--- src/rtl/instr_decode_pipe.sv ---
// Instruction decode stage for the 8-bit core.
// Registers the fetched byte into ir and decodes it combinationally into
// register enables and mux selects. Adds a valid/stall handshake with fetch
// and a two-byte long jump (prefix + operand) tracked by a two-state FSM.
module instr_decode_pipe #(
    parameter bit         EXT_EN     = 1'b1,
    parameter logic [7:0] EXT_PREFIX = 8'hCF,
    parameter logic [3:0] IDLE_SRC   = 4'd10
) (
    input  logic       clk,
    input  logic       sync_reset,
    input  logic [7:0] next_instr,
    input  logic       instr_valid,
    input  logic       stall,
    output logic       instr_ready,
    output logic [7:0] ir,
    output logic [3:0] ir_nibble,
    output logic       dec_valid,
    output logic       ext_pending,
    output logic       jmp,
    output logic       jmp_nz,
    output logic       jmp_long,
    output logic [7:0] ext_operand,
    output logic       i_sel,
    output logic       x_sel,
    output logic       y_sel,
    output logic [3:0] source_sel,
    output logic [8:0] reg_en
);

    typedef enum logic {S_DECODE, S_OPERAND} state_t;

    state_t     state_q, state_d;
    logic [7:0] ir_q, ir_d;
    logic       dec_valid_q, dec_valid_d;
    logic       active;

    // Destination field to reg_en bit; dest 4 is the output register at bit 8.
    function automatic logic [8:0] dest_bit(input logic [2:0] d);
        case (d)
            3'd4:    dest_bit = 9'h100;
            default: dest_bit = 9'h001 << d;
        endcase
    endfunction

    // The held instruction takes effect only in cycles where it is valid and not stalled.
    assign active      = dec_valid_q && !stall;
    assign instr_ready = !stall;
    assign ir          = ir_q;
    assign ir_nibble   = ir_q[3:0];
    assign dec_valid   = dec_valid_q;

    // Next-state for ir, valid flag and long-jump FSM; stall freezes everything.
    always_comb begin
        ir_d        = ir_q;
        dec_valid_d = dec_valid_q;
        state_d     = state_q;
        if (!stall) begin
            if (instr_valid) begin
                ir_d        = next_instr;
                dec_valid_d = 1'b1;
            end else begin
                dec_valid_d = 1'b0;
            end
        end
        if (active) begin
            if (state_q == S_OPERAND)
                state_d = S_DECODE;
            else if (EXT_EN && ir_q == EXT_PREFIX)
                state_d = S_OPERAND;
        end
    end

    // State registers with synchronous reset.
    always_ff @(posedge clk) begin
        if (sync_reset) begin
            ir_q        <= 8'h00;
            dec_valid_q <= 1'b0;
            state_q     <= S_DECODE;
        end else begin
            ir_q        <= ir_d;
            dec_valid_q <= dec_valid_d;
            state_q     <= state_d;
        end
    end

    // Output decode: reset override, then quiet defaults, then FSM/opcode decode.
    always_comb begin
        logic [2:0] d;
        logic [2:0] s;
        d           = 3'd0;
        s           = ir_q[2:0];
        reg_en      = 9'h000;
        source_sel  = IDLE_SRC;
        jmp         = 1'b0;
        jmp_nz      = 1'b0;
        jmp_long    = 1'b0;
        ext_operand = 8'h00;
        i_sel       = 1'b1;
        x_sel       = 1'b0;
        y_sel       = 1'b0;
        ext_pending = (state_q == S_OPERAND);
        if (sync_reset) begin
            reg_en      = 9'h1FF;
            i_sel       = 1'b0;
            ext_pending = 1'b0;
        end else if (active) begin
            if (state_q == S_OPERAND) begin
                // Operand byte of a long jump: only the jump target is driven.
                jmp_long    = 1'b1;
                ext_operand = ir_q;
            end else if (EXT_EN && ir_q == EXT_PREFIX) begin
                // Prefix cycle stays quiet; the FSM arms for the operand.
            end else if (!ir_q[7]) begin
                // Load immediate nibble.
                d          = ir_q[6:4];
                reg_en     = dest_bit(d);
                source_sel = 4'd8;
                if (d == 3'd6) i_sel = 1'b0;
                if (d == 3'd7) reg_en[6] = 1'b1;
            end else if (!ir_q[6]) begin
                // Register move; s==d selects a special bus source.
                d      = ir_q[5:3];
                reg_en = dest_bit(d);
                if (s != d)         source_sel = {1'b0, s};
                else if (s == 3'd4) source_sel = 4'd4;
                else                source_sel = 4'd9;
                if (d == 3'd6) i_sel = 1'b0;
                if (d == 3'd7 || s == 3'd7) reg_en[6] = 1'b1;
            end else if (!ir_q[5]) begin
                // ALU op writes r.
                reg_en[4]  = 1'b1;
                x_sel      = ir_q[4];
                y_sel      = ir_q[3];
                source_sel = {1'b0, s};
            end else begin
                jmp        = !ir_q[4];
                jmp_nz     = ir_q[4];
                source_sel = {1'b0, s};
            end
        end
    end

endmodule
--- config.mk ---
export PLATFORM = sky130hd
export DESIGN_NAME = instr_decode_pipe
export DESIGN_NICKNAME = d
export VERILOG_FILES = /design/src/rtl/instr_decode_pipe.sv
export SDC_FILE = /design/constraint.sdc
export NUM_CORES = 1
export LEC_CHECK = 0
export BUFFER_PORTS_ARGS = -buffer_cell sky130_fd_sc_hd__buf_4
export CAP_MARGIN = 15
export CORE_UTILIZATION = 25
export DETAILED_ROUTE_END_ITERATION = 10
export GPL_TIMING_DRIVEN = 0
export PLACE_DENSITY = 0.55
export SETUP_SLACK_MARGIN = 0.3
export SYNTH_ARGS = -nofsm -noshare
export SYNTH_HDL_FRONTEND = slang
export SYNTH_SLANG_ARGS = --single-unit
--- constraint.sdc ---
create_clock -name clk -period 1.85 [get_ports clk]
set_input_delay 0.37 -clock clk [delete_from_list [all_inputs] [get_ports clk]]
set_output_delay 0.37 -clock clk [all_outputs]
set_load 0.005 [all_outputs]
== Word-level counts from Yosys, hierarchy flattened ==
Index checks and enable logic that the tools add are counted.
Operators by class
  equal/unequal tests: 10
  shift operators: 2
  muxes and demuxes: 67
  bitwise gates (word level): 1
  reductions and logical operators: 5
Operators with widths (count)
  9-bit 2-to-1 mux: 7
  1-bit 2-to-1 mux: 47
  4-bit 2-to-1 mux: 10
  3-bit equality test, second input constant: 8
  8-bit 2-to-1 mux: 3
  1-bit by 3-bit left shift with 9-bit output, first input constant: 2
  8-bit equality test, second input constant: 1
  3-bit inequality test: 1
  1-bit zero test: 2
  2-bit AND reduction: 1
  1-bit logical AND: 1
  1-bit logical OR: 1
  1-bit inverter: 1
Storage, ports and cells
  flip-flop bits (word level): 10
  input port bits: 12
  logic and storage cells: 88

== Depth between registers and ports, before layout ==
Gate-level depths: netlist of the first run.
  word-level depth: 9
  depth in mapped cells: 5
  depth with buffers taken out: 3

== Worst setup path after synthesis of the first run ==
OpenSTA, ideal clock, no wires.
  kind: input to output
  start point: input stall
  end point: output source_sel[3]
  arrival time: 1368 ps
  slack: 112 ps
  stages: 4
  cell sequence: or3b_1 -> buf_6 -> a311oi_4 -> a21bo_1
Between the ends
  cells in the longest elaborated chain, start to end: 4
Ends and longest elaborated chain
  start: declaration: line 14  | input logic stall,
  1-bit zero test
  1-bit logical AND: line 47  | assign active = dec_valid_q && !stall;
  4-bit 2-to-1 mux: line 107  | end else if (active) begin
  4-bit 2-to-1 mux: line 103  | if (sync_reset) begin
  end: declaration: line 27  | output logic [3:0] source_sel,
No other way between the ends.

== Worst setup path after layout of the first run ==
  start point: register dec_valid_q, in the netlist dec_valid
  end point: output y_sel
Between the ends
  cells in the longest elaborated chain, start to end: 3
Ends and longest elaborated chain
  start: declaration: line 35  | logic dec_valid_q, dec_valid_d;
  start signal: assignment: line 82  | dec_valid_q <= dec_valid_d;
  1-bit logical AND: line 47
  1-bit 2-to-1 mux: line 107
  1-bit 2-to-1 mux: line 103
  end: declaration: line 26  | output logic y_sel,
No other way between the ends.

==> impl_results.md, run 1 <==
* CTS clk-pin slew, worst paths at 0.06 ns
* Share of layout cells above drive strength 1 at 58.64%
* Final hold violation count at 0
* Post-Route WL at 3077 um
* Power per cell area at 363.8 nW/um^2
* Nets@finish at 204
* DP Area at 1369 um^2
* Vias at 1141
* Number of diodes at 0
* Synth Flop Type: dfxtp_1
* M1 WL at 1395 um
* Max Freq at 0.4689 GHz
* CP Depth at 6
* Worst Setup Path Type: flip-flop to output pin
* Setup TNS at -3.281 ns
* Met3 Routed Length at 133 um
* Number of global-route vias before repair at 1106
* Core area at 3416 um^2
* Final WS setup at -0.2828 ns
* Pint at 0.0004546 W
* Violated checks: setup timing
* Share of the synthesized area in the top cell type at 21.92%
* First-pass GRT wire length at 5064 um
* Minimum clock period at 2.133 ns
* Drt pass-1 iters at 4
* Maximum buffer depth of the clock tree at 2
* Total nets after synthesis at 138
* Top cell type by total area after synthesis: dfxtp_1
* Synth Instances at 126
* Worst Hold Class: input pin to flip-flop
* CTS Hold Buffers Added at 0
* EDFF count, synth at 0
* FFs w/ async S/R, synth at 0%
* Top delay family on crit path: simple AND/OR/NAND/NOR gates
* Tcrit/Tclk final at 115.3%
* Count of pins over their slew limit at 0
* Avg WL per Cell at 12.98 um
* Root Buffer: clkbuf_4
* Vias per inst at 4.814
* Clock skew at 0.001198 ns
* Initial antenna violation count at 0
* Hpwl dp at 2240 um
* Io pins at 54
* Unrepaired setup endpoints after global routing: true
* Worst-case vdd ir drop at 0.3747 mV
* CTS sink count at 10
* Area growth syn-to-layout at 91.64%
* Top post-synthesis cells by area: dfxtp_1 (22%), nand2_1 (8.6%), a21oi_1 (6.6%)
* Post-Layout Inst Area at 1750 um^2
* GRT Util Overall at 15.58%
* Reg2Reg Depth at 6
* Inserted Clock Buffers at 3
* Final setup vio count at 18
* CP max FO at 6
* Slowest cell on crit path: or3b_1
* Critical Path, Cell by Cell: or3b_1, buf_6, buf_4, a21oi_4, and3_4, buf_4
* Max Cap Viol at 0
* Actual slew at the worst max-slew pin at 0.5010 ns
* Die H at 62.45 um
* Register share of total power at 38.0%
* Final core utilization at 51.25%
* Worst slew margin at 66.60%
* WP buf/inv at 3
* Placer Congestion at 0.7824
* Startpoint Class: flip-flop
* Count leader, synth: nand2_1
* Htree depth at 1
* Die width at 62.45 um
* Most used cell, CP: buf_4
* Largest net degree at the start of global routing at 11
* CP peak stage delay at 0.36 ns
* Critical path arrival at 1.76 ns
* NetSw at 0.0001822 W
* Syn Area/Cell at 7.249 um^2
* Post-synthesis cell type count at 38
* Switch share at 28.61%
* Port-buffer cells at 53
* TritonCTS clock tree: yes
* Comb pwr share at 31.6%
* Leakage at 0.8007 nW
* Register area share after synthesis at 21.92%
* CP Capture Type: output pin
* Detailed-route DRC error count at 0
* Max Used Layer: met4
* Top cells by count, synth: nand2_1 (21), a21oi_1 (12), clkbuf_1 (11), dfxtp_1 (10), and2_1 (8)
* Worst-Skew Late Latency at 0.26 ns
* Total grt overflow at 0
* Core Rows at 21
* Initial Utilization at 26.74%
* Synth Register Bits at 10
* Hold Path Stages at 3
* First DRT Iteration DRCs at 25
* Syn. warnings at 0
* Outcome: finished, violations left
* ANT nets after route at 0
* Post-Syn Area at 913.4 um^2
* Met2 Routed Length at 1519 um
* Clk pwr share at 30.4%
* CP required at 1.48 ns
* Die area at 3899 um^2
-- worst paths after layout --
path	endpoint	from	slack, ns
min	ir[7]	next_instr[7]	0.34
min reg2reg	ir[0]	ir[0]	0.53
max	y_sel	dec_valid	-0.28
max reg2reg	state_q	state_q	0.70
-- flip-flops by register name, summed over array words and instances (netlist names) --
name and flops:
dec_valid 1, ir 8, state_q 1
-- layout by cell type (no fill, tap or decap), types with 2 or more instances in the layout --
| cell type | count |
|---|---|
| a21o_1 | 3 |
| a21oi_1 | 12 |
| a31o_2 | 2 |
| a31o_4 | 3 |
| and2_4 | 8 |
| and3_4 | 2 |
| and4_1 | 2 |
| and4b_1 | 2 |
| buf_4 | 51 |
| buf_6 | 14 |
| buf_8 | 3 |
| clkbuf_1 | 4 |
| clkbuf_4 | 4 |
| clkbuf_8 | 4 |
| dfxtp_2 | 9 |
| inv_1 | 4 |
| nand2_1 | 21 |
| nand2b_1 | 6 |
| nand3_1 | 3 |
| o211a_1 | 2 |
| o21ai_0 | 3 |
| xor2_1 | 3 |
-- final cells by class --
| class | count | area [um^2] |
|---|---|---|
| buffer | 16 | 160.2 |
| clock buffer | 4 | 36.28 |
| fill | 336 | 1665 |
| inverter | 4 | 15.01 |
| multi-input combinational | 96 | 752.0 |
| sequential | 10 | 215.2 |
| tap | 46 | 57.56 |
| timing repair buffer | 61 | 514.2 |
-- per-stage QoR --
stage,hold slack (ns),setup slack (ns),cells,power (W)
floorplan,0.4677,0.1133,126,0.0003285
global placement,0.4863,-0.2140,225,0.0004078
detailed placement,0.5022,-0.2310,225,0.0004100
CTS,0.3376,-0.3285,235,0.0006392
global route,0.3484,-0.3223,237,0.0006732
finish,0.3426,-0.2828,237,0.0006368
-- metal layers --
layer	track usage, %	vias to the layer above
li1	-	571
met1	19.33	533
met2	27.72	33
met3	1.642	4
met4	5.233	0
met5	0	-
-- power groups by stage --
stage                     clock [W]  sequential, W  combinational, W
after global routing       0.000212       0.000244          0.000217
after global placement            0       0.000246          0.000162
final                      0.000194       0.000242          0.000201
after floorplan                   0       0.000242         0.0000862
after CTS                  0.000203       0.000241          0.000196
after detailed placement          0       0.000246          0.000164
-- worst reg2reg max path, delay by kind of cell (launching register included) --
kind            cells  cell delay [ns]
simple gates        2             0.26
flops               1             0.32
buf+inv             3             0.35
compound gates      1             0.14
-- cell families (layout without fill, tap and decap cells) --
logic type                Yosys count  count (layout)  synth area share (%)
and+or+nand+nor                    57              57                 34.93
muxes                               2               2                 2.329
AOI/OAI and AO/OA                  34              34                 27.26
buffers and inverters              20              85                 10.68
xor gates and xnor gates            3               3                 2.877
DFF                                10              10                 21.92
-- timing repair --
item                       in CTS  in global routing
gates cloned                    1                  0
buffers inserted                5                  2
resized for setup              63                 13
pin swaps                      10                  6
setup endpoints to repair      27                 27
Power figures use the tool's default switching activity.
==> run 2, diff against run 1 <==
--- a/config.mk
+++ b/config.mk
@@ -5,13 +5,15 @@
 export SDC_FILE = /design/constraint.sdc
 export NUM_CORES = 1
 export LEC_CHECK = 0
-export BUFFER_PORTS_ARGS = -buffer_cell sky130_fd_sc_hd__buf_4
+export ABC_CLOCK_PERIOD_IN_PS = 1850
+export BUFFER_PORTS_ARGS = -buffer_cell sky130_fd_sc_hd__buf_2
 export CAP_MARGIN = 15
 export CORE_UTILIZATION = 25
 export DETAILED_ROUTE_END_ITERATION = 10
 export GPL_TIMING_DRIVEN = 0
 export PLACE_DENSITY = 0.55
 export SETUP_SLACK_MARGIN = 0.3
+export SKIP_LAST_GASP = 1
 export SYNTH_ARGS = -nofsm -noshare
 export SYNTH_HDL_FRONTEND = slang
 export SYNTH_SLANG_ARGS = --single-unit
==> run 2 against run 1 <==
  * The run still ends with setup timing left
  * Utilization fell by 2.5 points
  * Clock-buffer cell count is 1 lower
  * Cell count rose by 2.1%
  * Non-clock buffer count increased by 6
  * Die area stayed put
  * Clock power shrank 27%
  * Cell area down 4.8%
  * Maximum frequency grew 1.1%
  * Clock skew shrank 0.00088 ns
  * Register-to-register slack worse by 0.29 ns
==> impl_results.md, run 2 (same netlist as run 1, synthesis figures left out) <==
* Leakage at 0.7986 nW (was 0.8007 nW)
* Final hold violation count at 0 (unchanged)
* Max Freq at 0.4742 GHz (was 0.4689 GHz)
* DP Worst Slack at -0.1999 ns (was -0.2310 ns)
* CTS clk-pin slew, worst paths at 0.06 ns (about the same)
* Hold Path Stages at 3 (unchanged)
* Drt pass-1 iters at 4 (unchanged)
* Avg WL per Cell at 13.19 um (was 12.98 um)
* Core Rows at 21 (unchanged)
* Final WS setup at -0.2588 ns (was -0.2828 ns)
* Placer Congestion at 0.7588 (was 0.7824)
* Core area at 3416 um^2 (unchanged)
* Number of diodes at 0 (unchanged)
* Setup TNS at -4.623 ns (was -3.281 ns)
* Reg2Reg Depth at 9 (was 6)
* Nets@finish at 210 (was 204)
* Vias per inst at 4.740 (was 4.814)
* Final setup vio count at 27 (was 18)
* DP Area at 1236 um^2 (was 1369 um^2)
* Post-Layout Inst Area at 1667 um^2 (was 1750 um^2)
* Area growth syn-to-layout at 82.47% (was 91.64%)
* Count of pins over their slew limit at 0 (unchanged)
* Detailed-route DRC error count at 0 (unchanged)
* Hpwl dp at 2131 um (was 2240 um)
* First-pass GRT wire length at 4919 um (was 5064 um)
* Port-buffer cells at 53 (unchanged)
* CTS sink count at 10 (unchanged)
* Io pins at 54 (unchanged)
* R2r setup slk at 0.41 ns (was 0.70 ns)
* Max Cap Viol at 0 (unchanged)
* Maximum buffer depth of the clock tree at 2 (unchanged)
* CTS Hold Buffers Added at 0 (unchanged)
* Vias at 1147 (was 1141)
* CP max FO at 6 (unchanged)
* Commonest non-fill, non-tap cell in the layout: buf_2 (was buf_4)
* Clock skew at 0.0003186 ns (was 0.001198 ns)
* CP Capture Type: output pin (unchanged)
* Number of global-route vias before repair at 1091 (was 1106)
* Startpoint Class: flip-flop (unchanged)
* Power per cell area at 342.1 nW/um^2 (was 363.8 nW/um^2)
* Total grt overflow at 0 (unchanged)
* Unrepaired setup endpoints after global routing: true (unchanged)
* GRT Util Overall at 15.27% (was 15.58%)
* First DRT Iteration DRCs at 21 (was 25)
* Die area at 3899 um^2 (unchanged)
* ANT nets after route at 0 (unchanged)
* Worst Hold Class: input pin to flip-flop (unchanged)
* Share of layout cells above drive strength 1 at 59.18% (was 58.64%)
* TritonCTS clock tree: yes (unchanged)
* Number of flip-flops in the largest register at 8 (unchanged)
* Worst Setup Path Type: flip-flop to output pin (unchanged)
* Fillers at 359 (was 336)
* Violated checks: setup timing (unchanged)
* Initial antenna violation count at 0 (unchanged)
* Die H at 62.45 um (unchanged)
* Worst slew margin at 65.50% (was 66.60%)
* Tcrit/Tclk final at 114.0% (was 115.3%)
* Post-Route WL at 3191 um (was 3077 um)
* Initial Utilization at 26.74% (unchanged)
* Root Buffer: clkbuf_4 (unchanged)
* FF-to-FF End: state_q (unchanged)
* Worst-Skew Late Latency at 0.25 ns (was 0.26 ns)
* Minimum clock period at 2.109 ns (was 2.133 ns)
* Htree depth at 1 (unchanged)
* Crit Reg-Reg Startpoint: state_q (unchanged)
* Actual slew at the worst max-slew pin at 0.5175 ns (was 0.5010 ns)
* Largest net degree at the start of global routing at 11 (unchanged)
* Worst-case vdd ir drop at 0.2768 mV (was 0.3747 mV)
* Inserted Clock Buffers at 3 (unchanged)
* CP required at 1.48 ns (about the same)
* Die width at 62.45 um (unchanged)
* Hold path start: next_instr[3] (was next_instr[7])
* Worst Hold End: ir[3] (was ir[7])
* Most frequent cells in the layout: buf_2 (44), nand2_1 (20), buf_6 (15) (was buf_4 (51), nand2_1 (21), buf_6 (14))
* Outcome: finished, violations left (unchanged)
* Critical path arrival at 1.74 ns (was 1.76 ns)
run 2: how the worst max path moves through the flow:
stage	startpoint	to
6_report	state_q	y_sel
3_5_place_dp	stall	source_sel[3]
5_1_grt	state_q	source_sel[3]
3_3_place_gp	stall	source_sel[3]
2_1_floorplan	stall	source_sel[3]
4_1_cts	dec_valid	source_sel[3]
run 2: layout make-up:
type / count / area (um^2) / share of cell area, %
inverter: 4 / 15.01 / 0.9009
timing repair buffer: 67 / 470.5 / 28.23
sequential: 10 / 217.7 / 13.06
tap: 46 / 57.56 / 3.453
clock buffer: 3 / 22.52 / 1.351
buffer: 16 / 161.4 / 9.685
multi-input combinational: 96 / 721.9 / 43.32
run 2: metrics by stage:
step | cells | utilization, % | hold WS, ns | total power, W
after floorplan | 126 | - | 0.4677 | 0.0003285
after global routing | 242 | 48.79 | 0.3534 | 0.0006055
after global placement | 225 | 36.19 | 0.4945 | 0.0003880
after detailed placement | 225 | 36.19 | 0.4952 | 0.0003884
final | 242 | 48.79 | 0.3369 | 0.0005701
after CTS | 237 | 43.77 | 0.3272 | 0.0005608
run 2: timing repair:
item / 4_1_cts / 5_1_grt
pin swaps: 11 / 8
cloned: 1 / 1
setup endpoints to repair: 27 / 27
resized for setup: 46 / 30
setup buffers: 8 / 4
run 2: power breakdown:
part           switching (W)  total, W  internal (W)
Combinational      0.0000911  0.000188     0.0000972
Sequential         0.0000164  0.000241      0.000225
Clock              0.0000659  0.000141     0.0000747
run 2: per-layer routing:
layer	GRT usage (%)	part of all wire, %	vias up
li1	-	-	584
met1	18.78	44	526
met2	26.77	50	35
met3	2.372	5.8	2
met4	5.233	0.31	0
met5	0	0	-
run 2: worst max-delay path: stages, from the launching register on:
cell and delay (ns):
dfxtp_2 0.32, or3b_1 0.36, buf_6 0.14, buf_4 0.14
a21oi_4 0.20, and3_1 0.20, buf_2 0.12
